==> src/rtl/serie_paralelo_rx.sv <==
// serie_paralelo_rx: serial-to-parallel receiver; COMMA-based byte alignment, link qualification, byte forwarding.
// Ports:
//   clk_8f    in   bit-rate clock, rising edge
//   reset     in   asynchronous active-low reset
//   data_inS  in   serial data, MSB first
//   data_outP out  last non-COMMA byte received while ACTIVE
//   valid_out out  data_outP holds a byte from the current byte slot
//   byte_strb out  one-cycle pulse after each aligned byte boundary
//   active    out  link aligned and qualified
// Macro SER2PAR_REALIGN_EN: a non-COMMA byte while ALIGNED restarts the bit-level hunt.
module serie_paralelo_rx #(
  parameter logic [7:0] COMMA = 8'hBC,
  parameter int COMMA_COUNT = 4
) (
  input  logic       clk_8f,
  input  logic       reset,
  input  logic       data_inS,
  output logic [7:0] data_outP,
  output logic       valid_out,
  output logic       byte_strb,
  output logic       active
);
  typedef enum logic [1:0] {SEARCH, ALIGNED, ACTIVE} state_t;
  localparam logic [3:0] CNT_TGT = 4'(COMMA_COUNT);
  state_t r_state, w_state_nx;
  logic [6:0] r_shift;
  logic [2:0] r_bit_cnt, w_bit_nx;
  logic [3:0] r_comma_cnt, w_cnt_nx;
  logic [7:0] r_data, w_data_nx, w_win;
  logic r_valid, w_valid_nx, r_strb, w_comma, w_bound;
  assign w_win = {r_shift, data_inS};
  assign w_comma = w_win == COMMA;
  assign w_bound = r_state != SEARCH && r_bit_cnt == 3'd7;
  always_comb begin
    w_state_nx = r_state;
    w_bit_nx = r_bit_cnt + 3'd1;
    w_cnt_nx = r_comma_cnt;
    w_data_nx = r_data;
    w_valid_nx = r_valid;
    unique case (r_state)
      SEARCH: begin
        // bit counter parked at 0 so the bit after a found COMMA is the next MSB
        w_bit_nx = 3'd0;
        if (w_comma) begin
          w_cnt_nx = 4'd1;
          w_state_nx = CNT_TGT == 4'd1 ? ACTIVE : ALIGNED;
        end
      end
      ALIGNED: if (w_bound) begin
        if (w_comma) begin
          w_cnt_nx = r_comma_cnt + 4'd1;
          w_state_nx = r_comma_cnt + 4'd1 == CNT_TGT ? ACTIVE : ALIGNED;
        end else begin
          w_cnt_nx = 4'd0;
`ifdef SER2PAR_REALIGN_EN
          w_state_nx = SEARCH;
`endif
        end
      end
      ACTIVE: if (w_bound) begin
        w_valid_nx = !w_comma;
        w_data_nx = w_comma ? r_data : w_win;
      end
      default: w_state_nx = SEARCH;
    endcase
  end
  always_ff @(posedge clk_8f or negedge reset) begin
    if (!reset) begin
      r_state <= SEARCH;
      r_shift <= '0;
      r_bit_cnt <= '0;
      r_comma_cnt <= '0;
      r_data <= '0;
      r_valid <= 1'b0;
      r_strb <= 1'b0;
    end else begin
      r_state <= w_state_nx;
      r_shift <= w_win[6:0];
      r_bit_cnt <= w_bit_nx;
      r_comma_cnt <= w_cnt_nx;
      r_data <= w_data_nx;
      r_valid <= w_valid_nx;
      r_strb <= w_bound;
    end
  end
  assign data_outP = r_data;
  assign valid_out = r_valid;
  assign byte_strb = r_strb;
  assign active = r_state == ACTIVE;
endmodule
==> config.mk <==
export PLATFORM = sky130hd
export DESIGN_NAME = serie_paralelo_rx
export DESIGN_NICKNAME = d
export VERILOG_FILES = /design/src/rtl/serie_paralelo_rx.sv
export SDC_FILE = /design/constraint.sdc
export NUM_CORES = 1
export LEC_CHECK = 0
export ABC_CLOCK_PERIOD_IN_PS = 2600
export CORE_MARGIN = 5
export CORE_UTILIZATION = 55
export DETAILED_ROUTE_END_ITERATION = 8
export PLACE_DENSITY_LB_ADDON = 0.08
export SLEW_MARGIN = 20
export SYNTH_ARGS = -nofsm -noshare
export SYNTH_HDL_FRONTEND = slang
export SYNTH_SLANG_ARGS = --single-unit
export TNS_END_PERCENT = 10
==> constraint.sdc <==
create_clock -name clk_8f -period 2.6 [get_ports clk_8f]
set_input_delay 0.52 -clock clk_8f [delete_from_list [all_inputs] [get_ports clk_8f]]
set_output_delay 0.52 -clock clk_8f [all_outputs]
set_load 0.01 [all_outputs]
==> results of run 1 <==
## report_power, final
group,switching [mW],internal (mW),leakage (nW)
logic,0.0220,0.0166,0.250
registers,0.00827,0.415,0.333
clock network,0.114,0.156,0.0279
total,0.145,0.587,0.611
## cell type report
type	count	share of cell area [%]
flip-flops and latches	26	47.2
multi-input cells	53	35.2
repair buffers	15	10.5
well taps	27	2.45
clock inverters	1	2.18
clock buffers	3	1.63
inverters	3	0.817
## worst paths after layout
path	startpoint	end	slack (ns)	depth (start not counted)
worst max-delay path	r_state[1]	active	0.51	2
worst min-delay path	r_shift[0]	r_shift[1]	0.42	0
worst max register to register	r_bit_cnt[0]	r_comma_cnt[3]	0.89	6
worst min register to register	r_shift[0]	r_shift[1]	0.42	0
max in group asynchronous	reset	r_shift[1]	1.82	2
min in group asynchronous	reset	r_comma_cnt[0]	0.54	2
## stage by stage
stage / cells / instance area, µm² / util, %
after floorplan: 83 / 1150 / -
after global placement: 124 / 1330 / 66.9
after detailed placement: 124 / 1330 / 66.9
after CTS: 128 / 1380 / 69.6
after global routing: 128 / 1380 / 69.6
final: 128 / 1380 / 69.6
## routing by layer
metal,vias to the layer above,routed length (µm),part of all wire (%)
li1,342,-,-
met1,354,919,47
met2,14,923,47
met3,5,85,4.3
met4,0,27,1.4
met5,-,0,0
## placed cells by master, fill, tap and decap left out, types with 3 or more instances in the layout
master            n
dfrtp_1          26
clkdlybuf4s50_1  13
a22o_1            3
ha_1              4
inv_1             3
nor2b_1           3
nand2_1           5
clkbuf_4          3
mux2_2            7
nor2_1            4
## logic make-up after synthesis
kind of cell	synth area share, %
and+or+nand+nor	18.7
DFF	56.3
AOI/OAI and AO/OA	10.4
muxes	7.80
buffers and inverters	1.63
adders and majority gates	4.33
xor gates and xnor gates	0.759
## flip-flops by register name, indices dropped and copies added (netlist names)
name and flops:
data_outP 8, valid_out 1, r_bit_cnt 3, r_shift 7, r_comma_cnt 4, r_state 2, byte_strb 1
## worst reg2reg max path, stage by stage, from the launching register on
cell and delay (ns):
dfrtp_1 0.41, ha_1 0.20, ha_1 0.26, nand2b_1 0.16
nor4b_1 0.07, a31o_2 0.23, a221o_1 0.29
==> metrics.md, run 1 <==
| Metric | Value |
|---|---|
| Maximum fanout along the worst path | 8 |
| Storage element area | between 600 and 700 µm² |
| PnR worst setup slack | between 0.5 and 0.6 ns |
| Final ANT Viol Nets | 0 |
| Max clock buf depth | 2 |
| Clock transition at path regs | about 0.13 ns |
| Clk Latency, worst-skew pair | roughly 0.32 ns |
| Residual DRC count | 0 |
| CTS tree | done |
| Max-slew headroom | between 70% and 80% |
| Total power | ~0.73 mW |
| Core Area | 0.00198 mm² |
| Busiest grt layer | met2 |
| Max Clock Freq | about 480 MHz |
| Mapped cell area | 0.00115 mm² |
| Fin Clk Skew | 0.00481 ns |
| Die area | about 0.0031 mm² |
| Grt ovf | 0 |
| CTS buffer count | 3 |
| Diodes inserted | 0 |
| Gate Count Post-Synth | 83 |
| Die Wd | approximately 56 µm |
| CTS H-tree lvls | 1 |
| Outcome | finished, final reports clean |
| DRT iter0 DRCs | 11 |
| CP max-delay cell | clkdlybuf4s50_1 |
| DIE HEIGHT | 55.8 µm |
| WP data required | roughly 2.1 ns |
| CP max stage delay | 0.54 ns |
| Asr flop ratio synth | 100% |
| Largest net degree at the start of global routing | 27 |
| Max Cap Viol | 0 |
| Final Cycle Share | around four fifths |
| Syn Nets | 90 |
| Fillcell total | ~130 |
| Pwr dens | ~530 mW/mm² |
| Top cell type's share of synthesized area | 56.3% |
| Post-route setup TNS | 0 ns |
| Top cells by instance count after synthesis | dfrtp_1 (26), mux2_2 (7), nand2_1 (5) |
| Clk root buf | clkbuf_4 |
| Share of cells above drive strength 1 | a little under a quarter |
| Routed WL | ~2 mm |
| Vias in the first global route | about 750 |
| EDFF count, synth | 0 |
| Crit start category | flop |
| Io pins | 14 |
| # clock sinks | 26 |
| M2 GR Usage | a little under a quarter |
| LEAKAGE | about 0.61 nW |
| # rows | 16 |
| DR WL/cell | 15.3 µm |
| CP endpoint kind | output port |
| Post-CTS repair timing setup buffer count | 0 |
| CP Cell Sequence | and2b_1 > clkdlybuf4s50_1 |
| Last weighted congestion value of the routability-driven placer | about 0.81 |
| Post-synth cell types | 35 |
| Sequential area share after synthesis | 56.3% |
| Critical path's top delay family | buffers and inverters |
| Initial Utilization | between 50% and 60% |
| Initial antenna violation count | 0 |
| GR Util met3 | around 3.7% |
| Peak supply drop | approximately 0.43 mV |
| Via count | 715 |
| Hold Fails Final Rpt | 0 |
| Top_reg_cell synth | dfrtp_1 |
| Port Buf Inserts | 13 |
| PostCTS Resize Cnt | 0 |
| Fin Hold WS | ~0.42 ns |
| Area contributors post-synth | dfrtp_1 (56%), mux2_2 (6.8%), ha_1 (4.3%) |
| Yosys top cell by area | dfrtp_1 |
| Synth-to-layout area growth | 19.4% |
| Max-slew violations | 0 |
| Global Route met1 Usage | 19.6% |
| First-pass DRT Iterations | 4 |
| WP buf/inv | 1 |
| Most numerous cell in the Yosys netlist | dfrtp_1 |
| Synth warn | 0 |
| Critical path type | reg2out |
| Hold_buf cts | 0 |
| Worst-margin pin slew | 0.336 ns |
| GR Util All Layers | around 15% |
| Synth Register Bits | 26 |
| Avg Inst Size Synth | between 10 and 15 µm² |
| DP HPWL | 1.40 mm |
| RSZ-0062 raised after global routing | false |
| Multi-input logic area | approximately 500 µm² |
| Avg Vias per Cell | between 5 and 6 |
| Final number of setup-violating endpoints | 0 |
| Min-delay worst type | reg2reg |
| Crit path time final | roughly 2.1 ns |
| Global-route wire length before repair | 3.68 mm |
| Crit path DAT | 1.57 ns |
| Final net count | between 100 and 150 |
| Post-Place Worst Slack | around 0.54 ns |
(Power assumes the default switching activity.)
==> run 2, diff against run 1 <==
ABC_CLOCK_PERIOD_IN_PS = 2100   (was 2600)
CORE_UTILIZATION = 53   (was 55)
clock period = 2.1 ns   (was 2.6 ns; I/O delays follow)
==> metrics.md, run 2 (synthesis gave the netlist of run 1 again) <==
| Metric | Value |
|---|---|
| Outcome | finished, final reports clean |
| Hold_buf cts | 0 |
| CTS tree | done |
| Max-slew violations | 0 |
| Max-slew headroom | 78.4% |
| Initial Utilization | a little over half |
| Reg2Reg Depth | 6 |
| Peak supply drop | 0.404 mV |
| Worst-margin pin slew | between 0.3 and 0.4 ns |
| WP data required | about 1.7 ns |
| Switching Share | approximately a fifth |
| CTS H-tree lvls | 1 |
| GR Util All Layers | approximately 15% |
| DR WL/cell | between 15 and 20 µm |
| Source of the critical timing path | r_state[1] |
| Core Area | between 0.002 and 0.0025 mm² |
| Initial antenna violation count | 0 |
| Sequential power share | 57.3% |
| Max clock buf depth | 2 |
| Most common cell after layout, fill and taps aside | dfrtp_1 |
| Design area | 0.00138 mm² |
| First-pass DRT Iterations | 4 |
| Grt ovf | 0 |
| Largest net degree at the start of global routing | 27 |
| Crit path time final | 1.98 ns |
| LEAKAGE | between 0.6 and 0.7 nW |
| Die area | between 0.003 and 0.004 mm² |
| R2r setup slk | around 0.40 ns |
| Final ANT Viol Nets | 0 |
| Worst R2R Start | r_bit_cnt[0] |
| Port Buf Inserts | 13 |
| Fillcell total | 181 |
| Internal cell power | roughly 0.73 mW |
| Multi-input logic area | roughly 490 µm² |
| CTS buffer count | 3 |
| Storage element area | approximately 650 µm² |
| Share of cells above drive strength 1 | 22.8% |
| Net Sw Power | between 0.15 and 0.2 mW |
| Io pins | 14 |
| RSZ-0062 raised after global routing | false |
| DP Area | about 0.0013 mm² |
| Critical path type | reg2out |
| Fin Clk Skew | 0.00422 ns |
| Diodes inserted | 0 |
| # clock sinks | 26 |
| Max Clock Freq | 504 MHz |
| Commonest non-fill, non-tap cells in the layout | dfrtp_1 (26), clkdlybuf4s50_1 (13), mux2_2 (7) |
| Crit path DAT | between 1.5 and 2 ns |
| PostCTS Resize Cnt | 0 |
| CP endpoint kind | output port |
| Clock transition at path regs | 0.14 ns |
| DRT iter0 DRCs | 6 |
| Final net count | 109 |
| Hold Fails Final Rpt | 0 |
| DIE HEIGHT | between 50 and 60 µm |
| Routed WL | slightly below 2 mm |
| Comb power frac | 5.2% |
| Synth-to-layout area growth | 19.5% |
| Clk root buf | clkbuf_4 |
| Max Cap Viol | 0 |
| Max reg flops | 8 |
| CP Cell Sequence | and2b_1 > clkdlybuf4s50_1 |
| Maximum fanout along the worst path | 8 |
| Residual DRC count | 0 |
| Die Wd | 56.7 µm |
| Min-delay worst type | reg2reg |
| Final number of setup-violating endpoints | 0 |
| Vias in the first global route | ~780 |
| CP max stage delay | roughly 0.55 ns |
| Via count | between 700 and 800 |
| Worst Setup EP | active |
| Post-route setup TNS | 0 ns |
| # rows | 17 |
| Clk Latency, worst-skew pair | roughly 0.32 ns |
| DP HPWL | about 1.4 mm |
| CP max-delay cell | clkdlybuf4s50_1 |
| Final Cycle Share | 94.4% |
| Last weighted congestion value of the routability-driven placer | 0.801 |
| Crit start category | flop |
| Pwr dens | roughly 660 mW/mm² |
| Clock power share | 37.5% |
| R2r endpoint | r_comma_cnt[3] |
| Global-route wire length before repair | 3.68 mm |
| Avg Vias per Cell | ~5.6 |
| Post-CTS repair timing setup buffer count | 0 |
[run 2: final cells by class]
type / instances / share of cell area [%]
inverters: 3 / 0.816
clock buffers: 3 / 1.63
repair buffers: 15 / 10.5
multi-input cells: 53 / 35.2
clock inverters: 1 / 2.18
well taps: 28 / 2.54
flip-flops and latches: 26 / 47.1
[run 2: worst max-delay path: cells and delay by family (launching register included)]
family	cells	cell delay, ns
flops	1	0.49
simple gates	1	0.20
buf+inv	1	0.55
[run 2: worst min path at each step]
stage	from	endpoint	slack (ns)	cells after the start
floorplan	reset	byte_strb	0.12	0
global placement	r_shift[0]	r_shift[1]	0.40	0
detailed placement	r_shift[5]	r_shift[6]	0.39	0
CTS	r_shift[0]	r_shift[1]	0.43	0
global route	r_shift[5]	r_shift[6]	0.45	0
finish	r_shift[0]	r_shift[1]	0.42	0
[run 2: layer usage]
layer,routed length [µm],global-route usage (%),vias to the layer above
met4,61,8.14,0
li1,-,-,341
met2,928,21.8,17
met5,0,0,-
met3,58,2.53,7
met1,898,20.2,359
[run 2: power groups by stage]
stage | registers, mW | logic (mW) | clock network (mW)
after floorplan | 0.532 | 0.0253 | 0
after global placement | 0.533 | 0.0473 | 0
after detailed placement | 0.534 | 0.0488 | 0
after CTS | 0.525 | 0.0490 | 0.350
after global routing | 0.527 | 0.0545 | 0.375
final | 0.525 | 0.0475 | 0.343
[run 2: through the flow]
stage / std cells / util (%) / total power, mW / setup slack [ns] / hold slack (ns)
after global routing: 129 / 64.2 / 0.956 / 0.0247 / 0.453
after floorplan: 83 / - / 0.558 / 0.552 / 0.124
after detailed placement: 125 / 61.8 / 0.583 / 0.144 / 0.389
final: 129 / 64.2 / 0.915 / 0.117 / 0.420
after CTS: 129 / 64.2 / 0.924 / 0.118 / 0.427
after global placement: 125 / 61.8 / 0.581 / 0.210 / 0.396
==> run 3, diff against run 2 <==
CORE_ASPECT_RATIO = 1.25   (was default)
==> metrics.md, run 3 (synthesis gave the netlist of run 1 again) <==
| Metric | Value |
|---|---|
| Worst R2R Start | r_bit_cnt[0] |
| Commonest non-fill, non-tap cells in the layout | dfrtp_1 (26), clkdlybuf4s50_1 (13), mux2_2 (7) |
| PnR worst setup slack | roughly 0.15 ns |
| Die Wd | just over 50 µm |
| Final core occ | 62.7% |
| Port Buf Inserts | 13 |
| Synth-to-layout area growth | 16.1% |
| Final net count | between 100 and 150 |
| Outcome | finished, final reports clean |
| Reg2Reg Depth | 6 |
| Initial Utilization | between 50% and 60% |
| Max Clock Freq | about 510 MHz |
| Fillcell total | about 170 |
| R2r endpoint | r_comma_cnt[3] |
| PostCTS Resize Cnt | 0 |
| Via count | just under 700 |
| Peak supply drop | slightly above 0.5 mV |
| Crit path time final | approximately 2 ns |
| Die area | around 0.0032 mm² |
| Share of cells above drive strength 1 | between 20% and 30% |
| Vias in the first global route | between 800 and 900 |
| Final ANT Viol Nets | 0 |
| Residual DRC count | 0 |
| Post-Place Worst Slack | between 0.15 and 0.2 ns |
| DP HPWL | between 1 and 1.5 mm |
| Layout Cells excl Fill | 121 |
| DP Area | between 0.001 and 0.0015 mm² |
| Max reg flops | 8 |
| Min-delay worst type | reg2reg |
| Last weighted congestion value of the routability-driven placer | between 0.7 and 0.8 |
| CTS buffer count | 3 |
| # rows | 19 |
| CP max-delay cell | clkdlybuf4s50_1 |
| RSZ-0062 raised after global routing | false |
| Core Area | 0.00214 mm² |
| R2r setup slk | about 0.43 ns |
| Hold_buf cts | 0 |
| LEAKAGE | between 0.5 and 0.6 nW |
| Io pins | 14 |
| Routed WL | around 1.9 mm |
| Fin Clk Skew | ~0.00077 ns |
| Most common cell after layout, fill and taps aside | dfrtp_1 |
| Crit start category | flop |
| Global-route wire length before repair | 3.64 mm |
| DR WL/cell | between 15 and 20 µm |
| Critical path type | reg2out |
| Design area | approximately 0.0013 mm² |
| Source of the critical timing path | r_state[1] |
| Post-CTS repair timing setup buffer count | 0 |
| Pwr dens | between 500 and 600 mW/mm² |
| Diodes inserted | 0 |
| Grt ovf | 0 |
| Clk Latency, worst-skew pair | ~0.3 ns |
| Final number of setup-violating endpoints | 0 |
| Placed insts | 118 |
| Max Cap Viol | 0 |
| Clock transition at path regs | 0.13 ns |
| GR Util All Layers | between 10% and 20% |
| CTS H-tree lvls | 1 |
| Final Cycle Share | 92.9% |
| Max-slew violations | 0 |
| Avg Vias per Cell | between 5 and 6 |
| First-pass DRT Iterations | 3 |
| DIE HEIGHT | 62.2 µm |
| CTS tree | done |
| Worst Setup EP | active |
| Max clock buf depth | 2 |
| Crit path DAT | 1.53 ns |
| WP data required | 1.68 ns |
| CP endpoint kind | output port |
| Initial antenna violation count | 0 |
| # clock sinks | 26 |
| Worst-margin pin slew | 0.316 ns |
| Maximum fanout along the worst path | 8 |
| Clk root buf | clkbuf_4 |
| Post-route setup TNS | 0 ns |
| Hold Fails Final Rpt | 0 |
| CP max stage delay | 0.54 ns |
| Largest net degree at the start of global routing | 27 |
| Max-slew headroom | between 70% and 80% |
| CP Cell Sequence | and2b_1 > clkdlybuf4s50_1 |
| DRT iter0 DRCs | 8 |
[run 3: how the worst min path moves through the flow]
stage	start	endpoint	depth (start not counted)	slack, ns
3_3_place_gp	r_shift[5]	r_shift[6]	0	0.38
3_5_place_dp	r_shift[5]	r_shift[6]	0	0.38
4_1_cts	r_shift[5]	r_shift[6]	0	0.41
5_1_grt	r_shift[5]	r_shift[6]	0	0.42
6_report	r_shift[5]	r_shift[6]	0	0.41
2_1_floorplan	reset	byte_strb	0	0.12
[run 3: critical path, delay by kind of cell (launching register included)]
family | cells | cell delay, ns
buffers and inverters | 1 | 0.54
flip-flops | 1 | 0.49
AND/OR/NAND/NOR | 1 | 0.19
[run 3: area by class of cell]
class | instances | area [µm²] | share of cell area [%]
Sequential cell | 26 | 651 | 48.5
Tap cell | 21 | 26.3 | 1.96
Multi-Input combinational cell | 53 | 485 | 36.2
Timing Repair Buffer | 15 | 145 | 10.8
Clock buffer | 3 | 22.5 | 1.68
Inverter | 3 | 11.3 | 0.840
[run 3: metal layers]
metal / track usage (%) / share of wire (%)
met2: 22.8 / 51
met3: 3.35 / 2.2
met5: 0 / 0
met1: 19.1 / 44
met4: 7.87 / 2.4
[run 3: metrics by stage]
| stage | total power, mW | hold WS (ns) |
|---|---|---|
| detailed placement | 0.582 | 0.382 |
| finish | 0.772 | 0.410 |
| global route | 0.815 | 0.421 |
| global placement | 0.581 | 0.383 |
| CTS | 0.782 | 0.411 |
| floorplan | 0.558 | 0.124 |
[run 3: report_power, final]
group          leakage (nW)  switching (mW)  internal [mW]
sequential            0.333          0.0107          0.514
clock                0.0138           0.134         0.0669
combinational         0.250          0.0262         0.0205
